--- config.mk ---
export PLATFORM = sky130hd
export DESIGN_NAME = scale_coord_gen
export DESIGN_NICKNAME = d
export VERILOG_FILES = /design/src/rtl/scale_coord_gen.sv
export SDC_FILE = /design/constraint.sdc
export NUM_CORES = 1
export LEC_CHECK = 0
export BUFFER_PORTS_ARGS = -buffer_cell sky130_fd_sc_hd__clkbuf_2
export CORE_ASPECT_RATIO = 0.75
export CORE_UTILIZATION = 50
export CTS_CLUSTER_DIAMETER = 150
export DETAILED_ROUTE_END_ITERATION = 7
export PLACE_DENSITY_LB_ADDON = 0.3
export SLEW_MARGIN = 40
export SYNTH_ARGS = -nofsm -noshare
export SYNTH_HDL_FRONTEND = slang
export SYNTH_SLANG_ARGS = --single-unit
--- constraint.sdc ---
create_clock -name clk_in1 -period 3.45 [get_ports clk_in1]
set_input_delay 0.69 -clock clk_in1 [delete_from_list [all_inputs] [get_ports clk_in1]]
set_output_delay 0.69 -clock clk_in1 [all_outputs]
set_load 0.05 [all_outputs]
--- src/rtl/scale_coord_gen.sv ---
// Source-coordinate generator for the RGB scalers. Each accepted frame start
// latches the sizes, derives fixed-point step ratios with one shared serial
// restoring divider, then streams one source coordinate per destination pixel
// over a valid/ready handshake.
//
// state | meaning
// IDLE  | waiting for start; zero-size starts are rejected with cfg_err
// DIV_X | serial division for step_x, one quotient bit per clock
// DIV_Y | serial division for step_y, plus one cycle to clear the accumulators
// RUN   | coordinates offered downstream until the eof transfer
// DONE  | single cycle pulsing frame_done
module scale_coord_gen #(
  parameter int C_COORD_W = 12,
  parameter int C_FRAC_W  = 8
) (
  input  logic                 clk_in1,
  input  logic                 rst_n,
  input  logic                 start,
  input  logic [C_COORD_W-1:0] src_width,
  input  logic [C_COORD_W-1:0] src_height,
  input  logic [C_COORD_W-1:0] dst_width,
  input  logic [C_COORD_W-1:0] dst_height,
  input  logic                 coord_ready,
  output logic                 coord_valid,
  output logic [C_COORD_W-1:0] x_int,
  output logic [C_COORD_W-1:0] y_int,
  output logic [C_FRAC_W-1:0]  x_frac,
  output logic [C_FRAC_W-1:0]  y_frac,
  output logic                 sof,
  output logic                 eof,
  output logic                 sol,
  output logic                 eol,
  output logic                 busy,
  output logic                 frame_done,
  output logic                 cfg_err
);

  localparam int Q_W   = C_COORD_W + C_FRAC_W;
  localparam int CNT_W = $clog2(Q_W + 1);
  localparam logic [CNT_W-1:0]     CNT_LAST = CNT_W'(Q_W - 1);
  localparam logic [CNT_W-1:0]     CNT_END  = CNT_W'(Q_W);
  localparam logic [CNT_W-1:0]     CNT_ONE  = CNT_W'(1);
  localparam logic [C_COORD_W-1:0] ONE_C    = C_COORD_W'(1);

  typedef enum logic [2:0] {IDLE, DIV_X, DIV_Y, RUN, DONE} state_t;

  state_t state_q, state_d;

  logic [C_COORD_W-1:0] src_h_q, dst_w_q, dst_h_q;
  logic [Q_W-1:0]       step_x_q, step_y_q;
  logic [Q_W-1:0]       div_quo_q;
  logic [C_COORD_W-1:0] div_rem_q;
  logic [CNT_W-1:0]     div_cnt_q;
  logic [Q_W-1:0]       x_acc_q, y_acc_q;
  logic [C_COORD_W-1:0] dx_q, dy_q;
  logic                 cfg_err_q;

  logic                 size_ok, xfer, last_col, last_row;
  logic [C_COORD_W:0]   rem_shift, divisor;
  logic                 div_ge;
  logic [C_COORD_W-1:0] rem_next;
  logic [Q_W-1:0]       quo_next;

  assign size_ok = (|src_width) && (|src_height) && (|dst_width) && (|dst_height);
  assign last_col = (dx_q == dst_w_q - ONE_C);
  assign last_row = (dy_q == dst_h_q - ONE_C);
  assign xfer     = coord_valid && coord_ready;

  // One restoring-division step: the dividend shifts out of the quotient
  // register MSB-first while quotient bits shift in at the LSB. The
  // remainder always ends below the divisor, so it fits C_COORD_W bits.
  assign rem_shift = {div_rem_q, div_quo_q[Q_W-1]};
  assign divisor   = (state_q == DIV_X) ? {1'b0, dst_w_q} : {1'b0, dst_h_q};
  assign div_ge    = (rem_shift >= divisor);
  assign rem_next  = div_ge ? (rem_shift[C_COORD_W-1:0] - divisor[C_COORD_W-1:0])
                            : rem_shift[C_COORD_W-1:0];
  assign quo_next  = {div_quo_q[Q_W-2:0], div_ge};

  // State register.
  always_ff @(posedge clk_in1 or negedge rst_n) begin
    if (!rst_n) state_q <= IDLE;
    else        state_q <= state_d;
  end

  // Next-state decode.
  always_comb begin
    state_d = state_q;
    case (state_q)
      IDLE:    if (start && size_ok) state_d = DIV_X;
      DIV_X:   if (div_cnt_q == CNT_LAST) state_d = DIV_Y;
      DIV_Y:   if (div_cnt_q == CNT_END) state_d = RUN;
      RUN:     if (xfer && last_col && last_row) state_d = DONE;
      DONE:    state_d = IDLE;
      default: state_d = IDLE;
    endcase
  end

  // Size latching, serial divider, and coordinate accumulators.
  always_ff @(posedge clk_in1 or negedge rst_n) begin
    if (!rst_n) begin
      src_h_q   <= '0;
      dst_w_q   <= '0;
      dst_h_q   <= '0;
      step_x_q  <= '0;
      step_y_q  <= '0;
      div_quo_q <= '0;
      div_rem_q <= '0;
      div_cnt_q <= '0;
      x_acc_q   <= '0;
      y_acc_q   <= '0;
      dx_q      <= '0;
      dy_q      <= '0;
      cfg_err_q <= 1'b0;
    end else begin
      cfg_err_q <= (state_q == IDLE) && start && !size_ok;
      case (state_q)
        IDLE: begin
          if (start && size_ok) begin
            src_h_q   <= src_height;
            dst_w_q   <= dst_width;
            dst_h_q   <= dst_height;
            div_quo_q <= {src_width, {C_FRAC_W{1'b0}}};
            div_rem_q <= '0;
            div_cnt_q <= '0;
          end
        end
        DIV_X: begin
          if (div_cnt_q == CNT_LAST) begin
            // Last x bit: capture step_x and preload the divider for y.
            step_x_q  <= quo_next;
            div_quo_q <= {src_h_q, {C_FRAC_W{1'b0}}};
            div_rem_q <= '0;
            div_cnt_q <= '0;
          end else begin
            div_quo_q <= quo_next;
            div_rem_q <= rem_next;
            div_cnt_q <= div_cnt_q + CNT_ONE;
          end
        end
        DIV_Y: begin
          if (div_cnt_q != CNT_END) begin
            div_quo_q <= quo_next;
            div_rem_q <= rem_next;
            div_cnt_q <= div_cnt_q + CNT_ONE;
            if (div_cnt_q == CNT_LAST) step_y_q <= quo_next;
          end else begin
            x_acc_q <= '0;
            y_acc_q <= '0;
            dx_q    <= '0;
            dy_q    <= '0;
          end
        end
        RUN: begin
          if (xfer) begin
            if (last_col) begin
              dx_q    <= '0;
              x_acc_q <= '0;
              if (last_row) begin
                dy_q    <= '0;
                y_acc_q <= '0;
              end else begin
                dy_q    <= dy_q + ONE_C;
                y_acc_q <= y_acc_q + step_y_q;
              end
            end else begin
              dx_q    <= dx_q + ONE_C;
              x_acc_q <= x_acc_q + step_x_q;
            end
          end
        end
        default: ;
      endcase
    end
  end

  // Outputs come straight from registers, so coord_valid has no
  // combinational path from coord_ready and fields hold while stalled.
  assign coord_valid = (state_q == RUN);
  assign busy        = (state_q != IDLE);
  assign frame_done  = (state_q == DONE);
  assign cfg_err     = cfg_err_q;
  assign x_int       = x_acc_q[Q_W-1:C_FRAC_W];
  assign x_frac      = x_acc_q[C_FRAC_W-1:0];
  assign y_int       = y_acc_q[Q_W-1:C_FRAC_W];
  assign y_frac      = y_acc_q[C_FRAC_W-1:0];
  assign sol         = coord_valid && (dx_q == '0);
  assign eol         = coord_valid && last_col;
  assign sof         = sol && (dy_q == '0);
  assign eof         = eol && last_row;

endmodule

; ---- After elaboration in Yosys (flattened, before gate mapping)
; Index checks and enable logic that the tools add are counted.
[word_totals]
regBits = 181
input_bits = 52
out_inout_bits = 48
[classes]
addsub = 8
mux = 35
magnitude_cmp = 1
n_reduce_logical = 31
eq_ne = 17
[ops]
columns = operator, n
row1 = 20-bit 2-to-1 mux, 9
row2 = 12-bit 2-to-1 mux, 11
row3 = 20-bit one-hot mux with 2 select lines, 2
row4 = 20-bit one-hot mux with 3 select lines, 1
row5 = 12-bit one-hot mux with 2 select lines, 2
row6 = 12-bit OR reduction, 4
row7 = 20-bit adder, 2
row8 = 12-bit one-hot mux with 3 select lines, 1
row9 = 12-bit by 1-bit adder with 12-bit output (second input constant), 2
row10 = 12-bit equality test, 2
row11 = 12-bit logical NOT, 2
row12 = 12-bit by 1-bit subtractor with 12-bit output (second input constant), 2
row13 = 5-bit 2-to-1 mux, 3
row14 = 5-bit one-hot mux with 3 select lines, 1
row15 = 13-bit by 12-bit >= comparator with 1-bit output, 1
row16 = 1-bit logical AND, 13
row17 = 3-bit 2-to-1 mux, 4
row18 = 3-bit one-hot mux with 4 select lines, 1
row19 = 12-bit subtractor, 1
row20 = 5-bit equality test (second input constant), 2
row21 = 3-bit AND reduction, 3
row22 = 2-bit by 1-bit != test with 1-bit output (second input constant), 4
row23 = 2-bit != test (second input constant), 4
row24 = 4-bit AND reduction, 2
row25 = 10 further kinds, 13

; ---- Depth between registers and ports, before layout
; Gate-level depths: netlist of the first run.
[depth]
depth_word = 7
ltp_mapped = 16

; ---- Least setup slack after synthesis of the first run
; No wires, ideal clock.
[synth_path]
kind = reg2out
start = register dst_h_q[0]
end = output port eof
t_required_ns = 2.760
arrival_time_ns = 3.084
slack_ns = -0.324
stages_incl_launch_ff = 8
path_cell_list = dfrtp_1 -> inv_1 -> ha_1 -> or4b_1 -> or3_1 -> a2111oi_0 -> nand4_1 -> nor4b_2
[synth_between]
elab_chain_len = 3
[synth_lines]
columns = item, line_no
row1 = start: declaration, 49  ; logic [C_COORD_W-1:0] src_h_q, dst_w_q, dst_h_q;
row2 = start signal: assignment, 121  ; dst_h_q <= dst_height;
row3 = 12-bit by 1-bit subtractor with 12-bit output, 66  ; assign last_row = (dy_q == dst_h_q - ONE_C);
row4 = 12-bit equality test, 66
row5 = 1-bit logical AND, 189  ; assign eof = eol && last_row;
row6 = end: declaration, 30  ; output logic eof,
; No other way between the ends.

; ---- Worst setup path after layout of the first run
[layout_path]
start = register dst_h_q[1]
end = output port eof
; The elaborated chain is that of the path after synthesis.

==> results_tabular.tex, run 1 <==
\begin{tabular}{lr}
\hline
Metric & Value \\
\hline
\multicolumn{2}{l}{\textbf{Setup path}} \\
Sort of element at the end of the critical path & output port \\
Signal arrival time at the worst endpoint & 3.01 ns \\
Cells traversed along the worst timing path & inv\_2, ha\_4, or4b\_4, or4b\_2, o21ai\_1, a21oi\_2, nor4b\_4, buf\_4, buf\_12 \\
Crit path kind & reg2out \\
Endpoint required time on the critical path & 2.76 ns \\
Largest stage delay, worst path & 0.64 ns \\
Slowest cell on the critical path & or4b\_2 \\
Number of buffers and inverters on the critical path & 3 \\
Crit-path leading delay family & simple AND/OR/NAND/NOR gates \\
Worst-case reg-to-reg path depth & 14 \\
Number of cells on the critical path & 9 \\
Element type at the critical path start & register \\
Maximum fanout encountered on the critical timing path & 4 \\
\multicolumn{2}{l}{\textbf{Yosys}} \\
Number of different library cells in the post-synthesis netlist & between 70 and 80 \\
Portion of the post-synthesis area used by sequential elements & 0.414 \\
EDFF count, synth & 0 \\
Primary FF master, synth & dfrtp\_1 \\
Post-synthesis net count & around 1,300 \\
Synthesized cell area & 10,900 sq um \\
YS warnings & 0 \\
Cell taking the most area after synthesis & dfrtp\_1 \\
Gate count of the mapped netlist & 1,170 \\
Synthesized area per cell & 9.34 sq um \\
Largest cells by area after synthesis & dfrtp\_1 (41\%), ha\_1 (6.6\%), nand2\_1 (6.4\%), mux2\_2 (5.9\%), o21ai\_0 (3.4\%) \\
Seq cells post-synth & 181 \\
Area fraction of the dominant cell type after synthesis & 0.414 \\
Async set-reset flop share out of synthesis & 1.00 \\
\multicolumn{2}{l}{\textbf{Final layout}} \\
Most common cell after layout, fill and taps aside & nand2\_1 \\
Layout area overhead & 17.3\% \\
Final layout net count & 1,403 \\
Final standard cell utilization of the core & 0.602 \\
Final instance area & 12,800 sq um \\
Share of layout cells above drive strength 1 & 0.217 \\
Layout Cells excl Fill & 1,591 \\
Most frequent cells in the layout & nand2\_1 (186), dfrtp\_1 (179), clkbuf\_2 (96), o21ai\_0 (74), nor2\_1 (61) \\
Total inserted antenna cells & 0 \\
\multicolumn{2}{l}{\textbf{Routing}} \\
Number of routed nets with antenna violations & 0 \\
Routed length per placed instance & 18.2 um \\
Total routed wirelength & 29,000 um \\
Pre-antenna DRT Iters & 6 \\
DRC & 0 \\
Number of DRC markers in iteration 0 & 867 \\
Vias per Instance & about 6.0 \\
Detailed-route via count & 9,472 \\
\multicolumn{2}{l}{\textbf{Clock tree}} \\
Clock latency of the later-clocked register in the worst-skew pair & between 0.4 and 0.5 ns \\
Sink Count & 181 \\
Deepest level of the CTS H-tree & 4 \\
Cts bufs inserted & 17 \\
Root Driver & clkbuf\_16 \\
Number of hold buffers added after CTS & 0 \\
Max clock buf depth & 2 \\
Clock transition time at the flip-flop clock pins of the worst setup and hold paths & $\sim$0.07 ns \\
CTS tree & yes \\
\multicolumn{2}{l}{\textbf{Pwr}} \\
Leakage power & roughly 0.0061 uW \\
Largest voltage drop on the vdd net & 0.276 mV \\
Power density over the cells & $\sim$380 nW/um\^{}2 \\
\multicolumn{2}{l}{\textbf{Timing}} \\
Transition time of the tightest slew-check pin & 0.708 ns \\
Unrepaired setup endpoints after global routing & yes \\
Final Slew Violations & 0 \\
Headroom to the max-slew limit & 0.516 \\
Layout Skew & 0.0142 ns \\
Fraction of the cycle the final worst path needs & 1.07 \\
Final count of negative-setup-slack endpoints & 1 \\
Sum Neg Setup Slack & -0.248 ns \\
Worst setup slack after layout & -0.248 ns \\
Crit path time final & $\sim$3.7 ns \\
Fmax & 270 MHz \\
Post-Route Hold Slack & around 0.24 ns \\
Hold Vio Cnt, Final & 0 \\
\multicolumn{2}{l}{\textbf{Floorplan}} \\
Initial core utilization & 0.513 \\
Number of rows in the core area & 46 \\
Area enclosed by the die boundary & around 22,000 sq um \\
Floorplan die width & 173 um \\
Placeable Area & 21,300 sq um \\
Vertical die dimension & 130 um \\
Ports & 100 \\
\multicolumn{2}{l}{\textbf{Place}} \\
DP Wirelength & between 20,000 and 25,000 um \\
Number of port buffers & 99 \\
Routability congestion estimate & 0.949 \\
Cell total after placement & 1,544 \\
Placement Cell Area & 12,000 sq um \\
\multicolumn{2}{l}{\textbf{Outcome}} \\
Status & finished, violations left \\
Failing checks & setup timing \\
\multicolumn{2}{l}{\textbf{Global routing}} \\
Largest net degree at the start of global routing & 69 \\
Overflow left after global routing & 0 \\
GR Util All Layers & 0.268 \\
Wire length of the first global-routing pass & 47,000 um \\
Number of antenna violations at the first check in global routing & 0 \\
Number of global-route vias before repair & between 8,000 and 9,000 \\
\multicolumn{2}{l}{\textbf{Worst hold path}} \\
Hold Path Class & in2async \\
\multicolumn{2}{l}{\textbf{Job}} \\
Maximum capacitance violations & 0 \\
\hline
\end{tabular}
final cells by class:
type | instances | area, sq um
timing repair buffer | 155 | 985
multi-input combinational | 902 | 6230
clock buffer | 22 | 474
sequential | 181 | 4530
tap | 288 | 360
inverter | 33 | 124
fill | 1808 | 8470
clock inverter | 10 | 119
stage by stage:
stage          total power [uW]  setup WS [ns]
3_5_place_dp               2830        -0.0537
3_3_place_gp               2820         0.0253
4_1_cts                    4840         -0.270
5_1_grt                    5030         -0.373
6_report                   4830         -0.248
2_1_floorplan              2620         0.0164
worst reg2reg max path, delay by kind of cell (launching register included):
kind            cells  cell delay [ns]
flops               1             0.34
compound gates      6             1.23
simple gates        5             1.15
fa+ha+maj           1             0.31
buf+inv             2             0.24
synth_stat cells, drive strengths merged (4+ instances only):
cell	instances
a211oi	11
a21o	17
a21oi	34
a222oi	12
a22o	6
a31oi	4
and2	9
and3	14
buf	14
clkbuf	40
dfrtp	181
ha	58
inv	33
mux2	57
mux2i	19
nand2	186
nand2b	17
nand3	32
nand4	12
nor2	63
nor2b	13
nor3	19
nor3b	7
nor4	26
nor4b	4
o211ai	8
o21a	6
o21ai	90
o21bai	4
o22ai	4
o31ai	34
o41ai	7
or3	14
xnor2	38
xor2	29
layer usage:
layer | up-vias | GRT usage | share of wire | wire (um)
met4 | 0 | 0.0739 | 0.018 | 524
li1 | 4498 | - | - | -
met1 | 4566 | 0.416 | 0.50 | 14400
met2 | 371 | 0.376 | 0.41 | 11800
met3 | 37 | 0.0513 | 0.077 | 2220
met5 | - | 0 | 0 | 0
power breakdown:
group	leakage, uW	total [uW]	internal, uW	switching (uW)
Combinational	0.00337	562	248	314
Sequential	0.00245	2280	2180	98.2
Clock	0.000284	1990	1130	857
Total	0.00610	4830	3560	1270
registers in the layout, indices dropped and copies added (netlist names):
signal	cells
dst_w_q	12
div_cnt_q	5
src_h_q	12
dy_q	12
x_acc_q	20
step_x_q	20
dx_q	12
cfg_err	1
div_rem_q	12
div_quo_q	20
state_q	3
step_y_q	20
dst_h_q	12
y_acc_q	20
final timing paths:
path,from,to,slack [ns]
setup / recovery,dst_h_q[1],eof,-0.25
hold / removal,rst_n,x_acc_q[5],0.24
setup reg to reg,state_q[1],div_rem_q[10],0.13
hold reg to reg,step_x_q[17],step_x_q[17],0.49
max in group asynchronous,rst_n,dst_w_q[0],2.39
min in group clk_in1,step_x_q[17],step_x_q[17],0.49
cell families (layout without fill, tap and decap cells):
family / count (synthesis) / count (layout) / synth area share
compound gates: 264 / 264 / 0.162
flops: 181 / 181 / 0.414
xor+xnor: 67 / 67 / 0.0537
fa+ha+maj: 61 / 61 / 0.0719
buf+inv: 87 / 220 / 0.0311
simple gates: 434 / 434 / 0.191
mux: 76 / 76 / 0.0761
timing repair:
action | CTS | global route
setup buffers | 11 | 5
pin swaps | 6 | 8
gates resized for setup | 18 | 17
endpoints found under the setup margin | 2 | 12
Note: power is estimated with default switching activity, not from simulation.
==> run 2: changes to the inputs <==
--- a/config.mk
+++ b/config.mk
@@ -10,7 +10,7 @@
 export CORE_UTILIZATION = 50
 export CTS_CLUSTER_DIAMETER = 150
 export DETAILED_ROUTE_END_ITERATION = 7
-export PLACE_DENSITY_LB_ADDON = 0.3
+export PLACE_DENSITY = 0.72
 export SLEW_MARGIN = 40
 export SYNTH_ARGS = -nofsm -noshare
 export SYNTH_HDL_FRONTEND = slang
==> results_tabular.tex, run 2 (synthesis gave the netlist of run 1 again) <==
\begin{tabular}{lr}
\hline
Metric & Value \\
\hline
\multicolumn{2}{l}{\textbf{Pwr}} \\
Clock share of power & 0.429 (+0.017) \\
Leakage power & 0.00605 uW (-0.77\%) \\
Fraction of power spent switching nets & 0.254 (-0.00890) \\
Power density over the cells & 389 nW/um\^{}2 (+3.2\%) \\
Fraction of power consumed by combinational cells & 0.111 (-0.005) \\
Overall power consumption & 4960 uW (+2.7\%) \\
Largest voltage drop on the vdd net & 0.319 mV (+15\%) \\
Switching power summed over all nets & 1260 uW (-0.74\%) \\
Sequential Power Share & 0.460 (-0.012) \\
Internal power & 3700 uW (+4.0\%) \\
\multicolumn{2}{l}{\textbf{Routing}} \\
Vias per Instance & 5.95 (about the same) \\
Number of DRC markers in iteration 0 & 769 (-11\%) \\
Number of routed nets with antenna violations & 0 (unchanged) \\
Detailed-route via count & 9,434 (-0.40\%) \\
Total routed wirelength & 29,600 um (+2.1\%) \\
Pre-antenna DRT Iters & 6 (unchanged) \\
Routed length per placed instance & 18.7 um (+2.5\%) \\
DRC & 0 (unchanged) \\
\multicolumn{2}{l}{\textbf{Floorplan}} \\
Initial core utilization & 0.513 (unchanged) \\
Area enclosed by the die boundary & 22,500 sq um (unchanged) \\
Placeable Area & 21,300 sq um (unchanged) \\
Ports & 100 (unchanged) \\
Number of rows in the core area & 46 (unchanged) \\
Vertical die dimension & 130 um (unchanged) \\
Floorplan die width & 173 um (unchanged) \\
\multicolumn{2}{l}{\textbf{Global routing}} \\
Wire length of the first global-routing pass & 47,700 um (+1.4\%) \\
Overflow left after global routing & 0 (unchanged) \\
Number of global-route vias before repair & 8,766 (+1.5\%) \\
GR Util All Layers & 0.271 (+0.00307) \\
Largest net degree at the start of global routing & 81 (+17\%) \\
Number of antenna violations at the first check in global routing & 0 (unchanged) \\
\multicolumn{2}{l}{\textbf{Place}} \\
Dpl ws & -0.0509 ns (+0.00279 ns) \\
Routability congestion estimate & 0.945 (-0.34\%) \\
Number of port buffers & 99 (unchanged) \\
DP Wirelength & 21,400 um (+1.7\%) \\
Cell total after placement & 1,544 (unchanged) \\
\multicolumn{2}{l}{\textbf{Setup path}} \\
Slowest cell on the critical path & or4b\_4 \\
Sort of element at the end of the critical path & output port \\
Reg-to-reg critical path startpoint & state\_q[0] \\
Crit-path leading delay family & simple AND/OR/NAND/NOR gates \\
Worst-case reg-to-reg path depth & 14 (unchanged) \\
Number of cells on the critical path & 9 (unchanged) \\
Crit path kind & reg2out \\
Worst setup path start & dst\_h\_q[1] \\
Largest stage delay, worst path & 0.48 ns (-0.16 ns) \\
Endpoint required time on the critical path & 2.76 ns (about the same) \\
Maximum fanout encountered on the critical timing path & 4 (unchanged) \\
Number of buffers and inverters on the critical path & 3 (unchanged) \\
Element type at the critical path start & register \\
Signal arrival time at the worst endpoint & 2.98 ns (-0.03 ns) \\
Cells traversed along the worst timing path & inv\_2, ha\_4, or4b\_4, or3\_4, a2111oi\_4, nand4\_1, buf\_4, nor4b\_4, buf\_12 \\
\multicolumn{2}{l}{\textbf{Timing}} \\
Fraction of the cycle the final worst path needs & 1.06 (-0.00717) \\
Crit path time final & 3.67 ns (-0.0248 ns) \\
Post-Route Hold Slack & 0.288 ns (+0.0436 ns) \\
Transition time of the tightest slew-check pin & 0.740 ns (+0.0323 ns) \\
Unrepaired setup endpoints after global routing & yes \\
Final count of negative-setup-slack endpoints & 2 (+1) \\
Fmax & 272 MHz (+0.67\%) \\
Hold Vio Cnt, Final & 0 (unchanged) \\
Final Slew Violations & 0 (unchanged) \\
Worst setup slack after layout & -0.224 ns (+0.0248 ns) \\
Headroom to the max-slew limit & 0.505 (-0.0105) \\
Sum Neg Setup Slack & -0.228 ns (+0.0207 ns) \\
Layout Skew & 0.0151 ns (+0.000896 ns) \\
\multicolumn{2}{l}{\textbf{Clock tree}} \\
Clock transition time at the flip-flop clock pins of the worst setup and hold paths & 0.07 ns (about the same) \\
Cts bufs inserted & 17 (unchanged) \\
Number of hold buffers added after CTS & 0 (unchanged) \\
Clock latency of the later-clocked register in the worst-skew pair & 0.43 ns (about the same) \\
Max clock buf depth & 2 (unchanged) \\
Deepest level of the CTS H-tree & 4 (unchanged) \\
Sink Count & 181 (unchanged) \\
CTS tree & yes \\
Root Driver & clkbuf\_16 \\
\multicolumn{2}{l}{\textbf{Worst hold path}} \\
Hold Path Class & in2async \\
\multicolumn{2}{l}{\textbf{Final layout}} \\
Layout area overhead & 16.9\% \\
Final layout net count & 1,398 (-0.36\%) \\
Share of layout cells above drive strength 1 & 0.211 (-0.00577) \\
Layout Cells excl Fill & 1,585 (-0.38\%) \\
Most common cell after layout, fill and taps aside & nand2\_1 \\
Most frequent cells in the layout & nand2\_1 (186), dfrtp\_1 (178), clkbuf\_2 (96), o21ai\_0 (74), nor2\_1 (62) \\
\multicolumn{2}{l}{\textbf{Outcome}} \\
Status & finished, violations left \\
Failing checks & setup timing \\
\multicolumn{2}{l}{\textbf{Job}} \\
Maximum capacitance violations & 0 (unchanged) \\
\hline
\end{tabular}
[run 2: cell types whose count changed in the layout (fill, tap and decap cells not counted), moves of 2 or more]
cell / before / now
buf_12: 4 / 2
buf_4: 53 / 50
bufinv_16: 2 / 5
clkbuf_8: 3 / 1
nor4_2: 3 / 1
o21ai_2: 1 / 3
[run 2: cell type report]
cell class / count / area [sq um]
Inverter: 33 / 124
Antenna cell: 1 / 2.50
Sequential cell: 181 / 4530
Clock inverter: 12 / 203
Clock buffer: 18 / 429
Fill cell: 1805 / 8520
Multi-Input combinational cell: 902 / 6190
Tap cell: 288 / 360
Timing Repair Buffer: 150 / 925
[run 2: power by group through the flow]
stage	registers, uW	logic (uW)	clock network [uW]
global placement	2320	495	0
detailed placement	2320	507	0
floorplan	2280	343	0
CTS	2280	529	2170
global route	2290	608	2250
finish	2280	551	2130
[run 2: worst paths after layout]
| kind | to | slack, ns |
|---|---|---|
| min reg2reg | step_x_q[13] | 0.49 |
| min | x_acc_q[6] | 0.29 |
| min in group clk_in1 | step_x_q[13] | 0.49 |
| max | eof | -0.22 |
| max reg2reg | div_rem_q[10] | 0.11 |
| max in group asynchronous | step_y_q[13] | 2.27 |
[run 2: through the flow]
step / area [sq um] / utilization
4_1_cts: 12700 / 0.596
3_3_place_gp: 12000 / 0.561
3_5_place_dp: 12000 / 0.561
5_1_grt: 12800 / 0.600
2_1_floorplan: 11000 / -
6_report: 12800 / 0.600
[run 2: timing repair]
action,4_1_cts,5_1_grt
buffers inserted,7,3
setup endpoints to repair,2,13
pin swaps,4,6
gates resized for setup,13,15
[run 2: worst register-to-register path, stage by stage (launching register included)]
cell and delay (ns):
dfrtp_1 0.38, nand2b_1 0.12, nor2_2 0.06, buf_4 0.17, o21ai_0 0.32, inv_1 0.09, ha_1 0.30, nor2b_1 0.13
o21ai_0 0.10, a21oi_1 0.26, o211ai_1 0.15, a41o_1 0.24, a21o_1 0.20, or4b_2 0.66, nand3_1 0.10
[run 2: layer usage]
layer,vias to the layer above,GRT usage,share of wire
li1,4488,-,-
met1,4562,0.421,0.49
met2,352,0.386,0.42
met3,32,0.0452,0.075
met4,0,0.0718,0.014
met5,-,0,0
==> run 3: changes to the inputs <==
--- a/config.mk
+++ b/config.mk
@@ -6,11 +6,11 @@
 export NUM_CORES = 1
 export LEC_CHECK = 0
 export BUFFER_PORTS_ARGS = -buffer_cell sky130_fd_sc_hd__clkbuf_2
-export CORE_ASPECT_RATIO = 0.75
+export CORE_ASPECT_RATIO = 1.1
 export CORE_UTILIZATION = 50
 export CTS_CLUSTER_DIAMETER = 150
 export DETAILED_ROUTE_END_ITERATION = 7
-export PLACE_DENSITY = 0.72
+export PLACE_DENSITY = 0.77
 export SLEW_MARGIN = 40
 export SYNTH_ARGS = -nofsm -noshare
 export SYNTH_HDL_FRONTEND = slang
==> results_tabular.tex, run 3 (synthesis gave the netlist of run 1 again) <==
\begin{tabular}{lr}
\hline
Metric & Value \\
\hline
\multicolumn{2}{l}{\textbf{Timing}} \\
Fmax & 267 MHz (-2.0\%) \\
Layout Skew & 0.00798 ns (-0.00717 ns) \\
Crit path time final & 3.75 ns (+0.0746 ns) \\
Final count of negative-setup-slack endpoints & 2 (unchanged) \\
Unrepaired setup endpoints after global routing & yes \\
Final Slew Violations & 0 (unchanged) \\
Worst setup slack after layout & -0.298 ns (-0.0746 ns) \\
Fraction of the cycle the final worst path needs & 1.09 (+0.0216) \\
Transition time of the tightest slew-check pin & 0.735 ns (-0.00474 ns) \\
Hold Vio Cnt, Final & 0 (unchanged) \\
Sum Neg Setup Slack & -0.322 ns (-0.0945 ns) \\
Headroom to the max-slew limit & 0.509 (+0.00316) \\
\multicolumn{2}{l}{\textbf{Setup path}} \\
Endpoint required time on the critical path & 2.76 ns (about the same) \\
Maximum fanout encountered on the critical timing path & 5 (+1) \\
Largest stage delay, worst path & 0.68 ns (+0.20 ns) \\
Slowest cell on the critical path & or4b\_2 \\
Reg-to-reg critical path startpoint & state\_q[1] \\
Crit path kind & reg2out \\
Crit-path leading delay family & simple AND/OR/NAND/NOR gates \\
Critical R2R Capture & div\_rem\_q[10] \\
Number of cells on the critical path & 9 (unchanged) \\
Register-to-Register Setup Slack & 0.13 ns (+0.02 ns) \\
Worst-case reg-to-reg path depth & 14 (unchanged) \\
Signal arrival time at the worst endpoint & 3.06 ns (+0.08 ns) \\
Element type at the critical path start & register \\
Cells traversed along the worst timing path & inv\_2, ha\_4, or4b\_4, or4b\_2, o21ai\_2, a21oi\_2, nor4b\_4, buf\_4, buf\_12 \\
Number of buffers and inverters on the critical path & 3 (unchanged) \\
Sort of element at the end of the critical path & output port \\
\multicolumn{2}{l}{\textbf{Global routing}} \\
Met3 Use GR & 0.0365 (-0.00866) \\
Wire length of the first global-routing pass & 46,100 um (-3.4\%) \\
Number of antenna violations at the first check in global routing & 0 (unchanged) \\
Busiest layer in global routing & met2 \\
Met1 global-route usage & 0.318 (-0.102) \\
Largest net degree at the start of global routing & 86 (+6.2\%) \\
GR Util All Layers & 0.265 (-0.00559) \\
Overflow left after global routing & 0 (unchanged) \\
Global-route met2 utilization & 0.467 (+0.0810) \\
Number of global-route vias before repair & 9,124 (+4.1\%) \\
\multicolumn{2}{l}{\textbf{Clock tree}} \\
Number of hold buffers added after CTS & 0 (unchanged) \\
Clock transition time at the flip-flop clock pins of the worst setup and hold paths & 0.07 ns (about the same) \\
Cts bufs inserted & 17 (unchanged) \\
Sink Count & 181 (unchanged) \\
Deepest level of the CTS H-tree & 4 (unchanged) \\
Max clock buf depth & 2 (unchanged) \\
Root Driver & clkbuf\_16 \\
Clock latency of the later-clocked register in the worst-skew pair & 0.44 ns (about the same) \\
CTS tree & yes \\
\multicolumn{2}{l}{\textbf{Floorplan}} \\
Floorplan die width & 143 um (-17\%) \\
Placeable Area & 21,400 sq um (+0.35\%) \\
Initial core utilization & 0.511 (-0.00180) \\
Vertical die dimension & 157 um (+21\%) \\
Ports & 100 (unchanged) \\
Number of rows in the core area & 56 (+22\%) \\
Area enclosed by the die boundary & 22,500 sq um (about the same) \\
\multicolumn{2}{l}{\textbf{Place}} \\
Routability congestion estimate & 0.908 (-4.0\%) \\
Number of port buffers & 99 (unchanged) \\
DP Wirelength & 21,000 um (-1.7\%) \\
Dpl ws & 0.0247 ns (+0.0756 ns) \\
\multicolumn{2}{l}{\textbf{Final layout}} \\
Most common cell after layout, fill and taps aside & nand2\_1 \\
Number of fillers in the final layout & 1,790 (-0.83\%) \\
Final layout net count & 1,400 (+0.14\%) \\
Final standard cell utilization of the core & 0.597 (-0.00252) \\
Total inserted antenna cells & 0 (-1) \\
Layout area overhead & 16.8\% (about the same) \\
Share of layout cells above drive strength 1 & 0.212 (+0.000888) \\
Most frequent cells in the layout & nand2\_1 (186), dfrtp\_1 (180), clkbuf\_2 (96), o21ai\_0 (72), nor2\_1 (62) \\
\multicolumn{2}{l}{\textbf{Routing}} \\
Number of routed nets with antenna violations & 0 (unchanged) \\
Total routed wirelength & 28,800 um (-2.6\%) \\
Vias per Instance & 5.97 (+0.34\%) \\
Detailed-route via count & 9,496 (+0.66\%) \\
DRC & 0 (unchanged) \\
Pre-antenna DRT Iters & 6 (unchanged) \\
Number of DRC markers in iteration 0 & 768 (-0.13\%) \\
Routed length per placed instance & 18.1 um (-2.9\%) \\
\multicolumn{2}{l}{\textbf{Pwr}} \\
Leakage power & 0.00606 uW (+0.11\%) \\
Clock share of power & 0.412 (-0.017) \\
Fraction of power spent switching nets & 0.269 (+0.0150) \\
Power density over the cells & 377 nW/um\^{}2 (-2.9\%) \\
Overall power consumption & 4820 uW (-3.0\%) \\
Internal power & 3520 uW (-4.9\%) \\
Fraction of power consumed by combinational cells & 0.114 (+0.003) \\
Sequential Power Share & 0.474 (+0.014) \\
Largest voltage drop on the vdd net & 0.368 mV (+15\%) \\
Switching power summed over all nets & 1290 uW (+2.8\%) \\
\multicolumn{2}{l}{\textbf{Job}} \\
Maximum capacitance violations & 0 (unchanged) \\
\multicolumn{2}{l}{\textbf{Outcome}} \\
Status & finished, violations left \\
Failing checks & setup timing \\
\multicolumn{2}{l}{\textbf{Worst hold path}} \\
Hold Path Class & in2async \\
\hline
\end{tabular}
run 3: changes by cell type in the layout (fill, tap and decap cells not counted), moves of 2 or more:
| cell | before | now |
|---|---|---|
| dfrtp_1 | 178 | 180 |
| o21ai_0 | 74 | 72 |
| clkinvlp_4 | 4 | 2 |
| clkinv_4 | 0 | 4 |
| bufinv_16 | 5 | 2 |
| o21ai_1 | 13 | 15 |
| buf_4 | 50 | 52 |
| dfrtp_2 | 3 | 1 |
run 3: through the flow:
stage / std cells / area, sq um / hold WS [ns]
after floorplan: 1170 / 11000 / 0.394
after detailed placement: 1548 / 12000 / 0.482
after CTS: 1589 / 12700 / 0.340
final: 1590 / 12800 / 0.290
after global placement: 1548 / 12000 / 0.466
after global routing: 1590 / 12800 / 0.352
run 3: final cells by class:
class	instances	area (sq um)	area share
clock buffer	20	447	0.0350
timing repair buffer	152	950	0.0744
tap	290	363	0.0284
multi-input combinational	902	6200	0.486
clock inverter	12	144	0.0113
inverter	33	124	0.00971
sequential	181	4530	0.355
run 3: power by group through the flow:
stage / Combinational (uW) / Clock, uW / Sequential, uW
2_1_floorplan: 343 / 0 / 2280
3_3_place_gp: 491 / 0 / 2320
3_5_place_dp: 509 / 0 / 2320
4_1_cts: 527 / 2010 / 2280
5_1_grt: 605 / 2100 / 2300
6_report: 547 / 1990 / 2280
run 3: layer usage:
layer,up-vias,wire [um]
met4,0,1010
met1,4636,11700
li1,4484,-
met5,-,0
met2,309,14800
met3,67,1330
run 3: what timing repair did:
item,CTS,global route
endpoints found under the setup margin,2,5
setup buffers,9,1
pin swaps,6,3
gates resized for setup,18,12
run 3: worst reg2reg max path: stages (launching register included):
cell	delay (ns)
dfrtp_1	0.38
nand2b_1	0.20
nor2_4	0.19
nand2_1	0.11
o21ai_1	0.18
inv_1	0.08
ha_1	0.30
nor2b_1	0.12
o21ai_0	0.12
a21oi_1	0.24
o211ai_1	0.13
a41o_1	0.24
a21o_1	0.20
or4b_2	0.68
nand3_1	0.10
run 3: how the worst max path moves through the flow:
stage	start	to	slack, ns
floorplan	dst_h_q[0]	eof	0.02
global placement	dst_h_q[1]	eof	0.07
detailed placement	dst_w_q[1]	eof	0.02
CTS	dst_h_q[0]	eof	-0.32
global route	dst_h_q[1]	eof	-0.37
finish	dst_h_q[0]	eof	-0.30
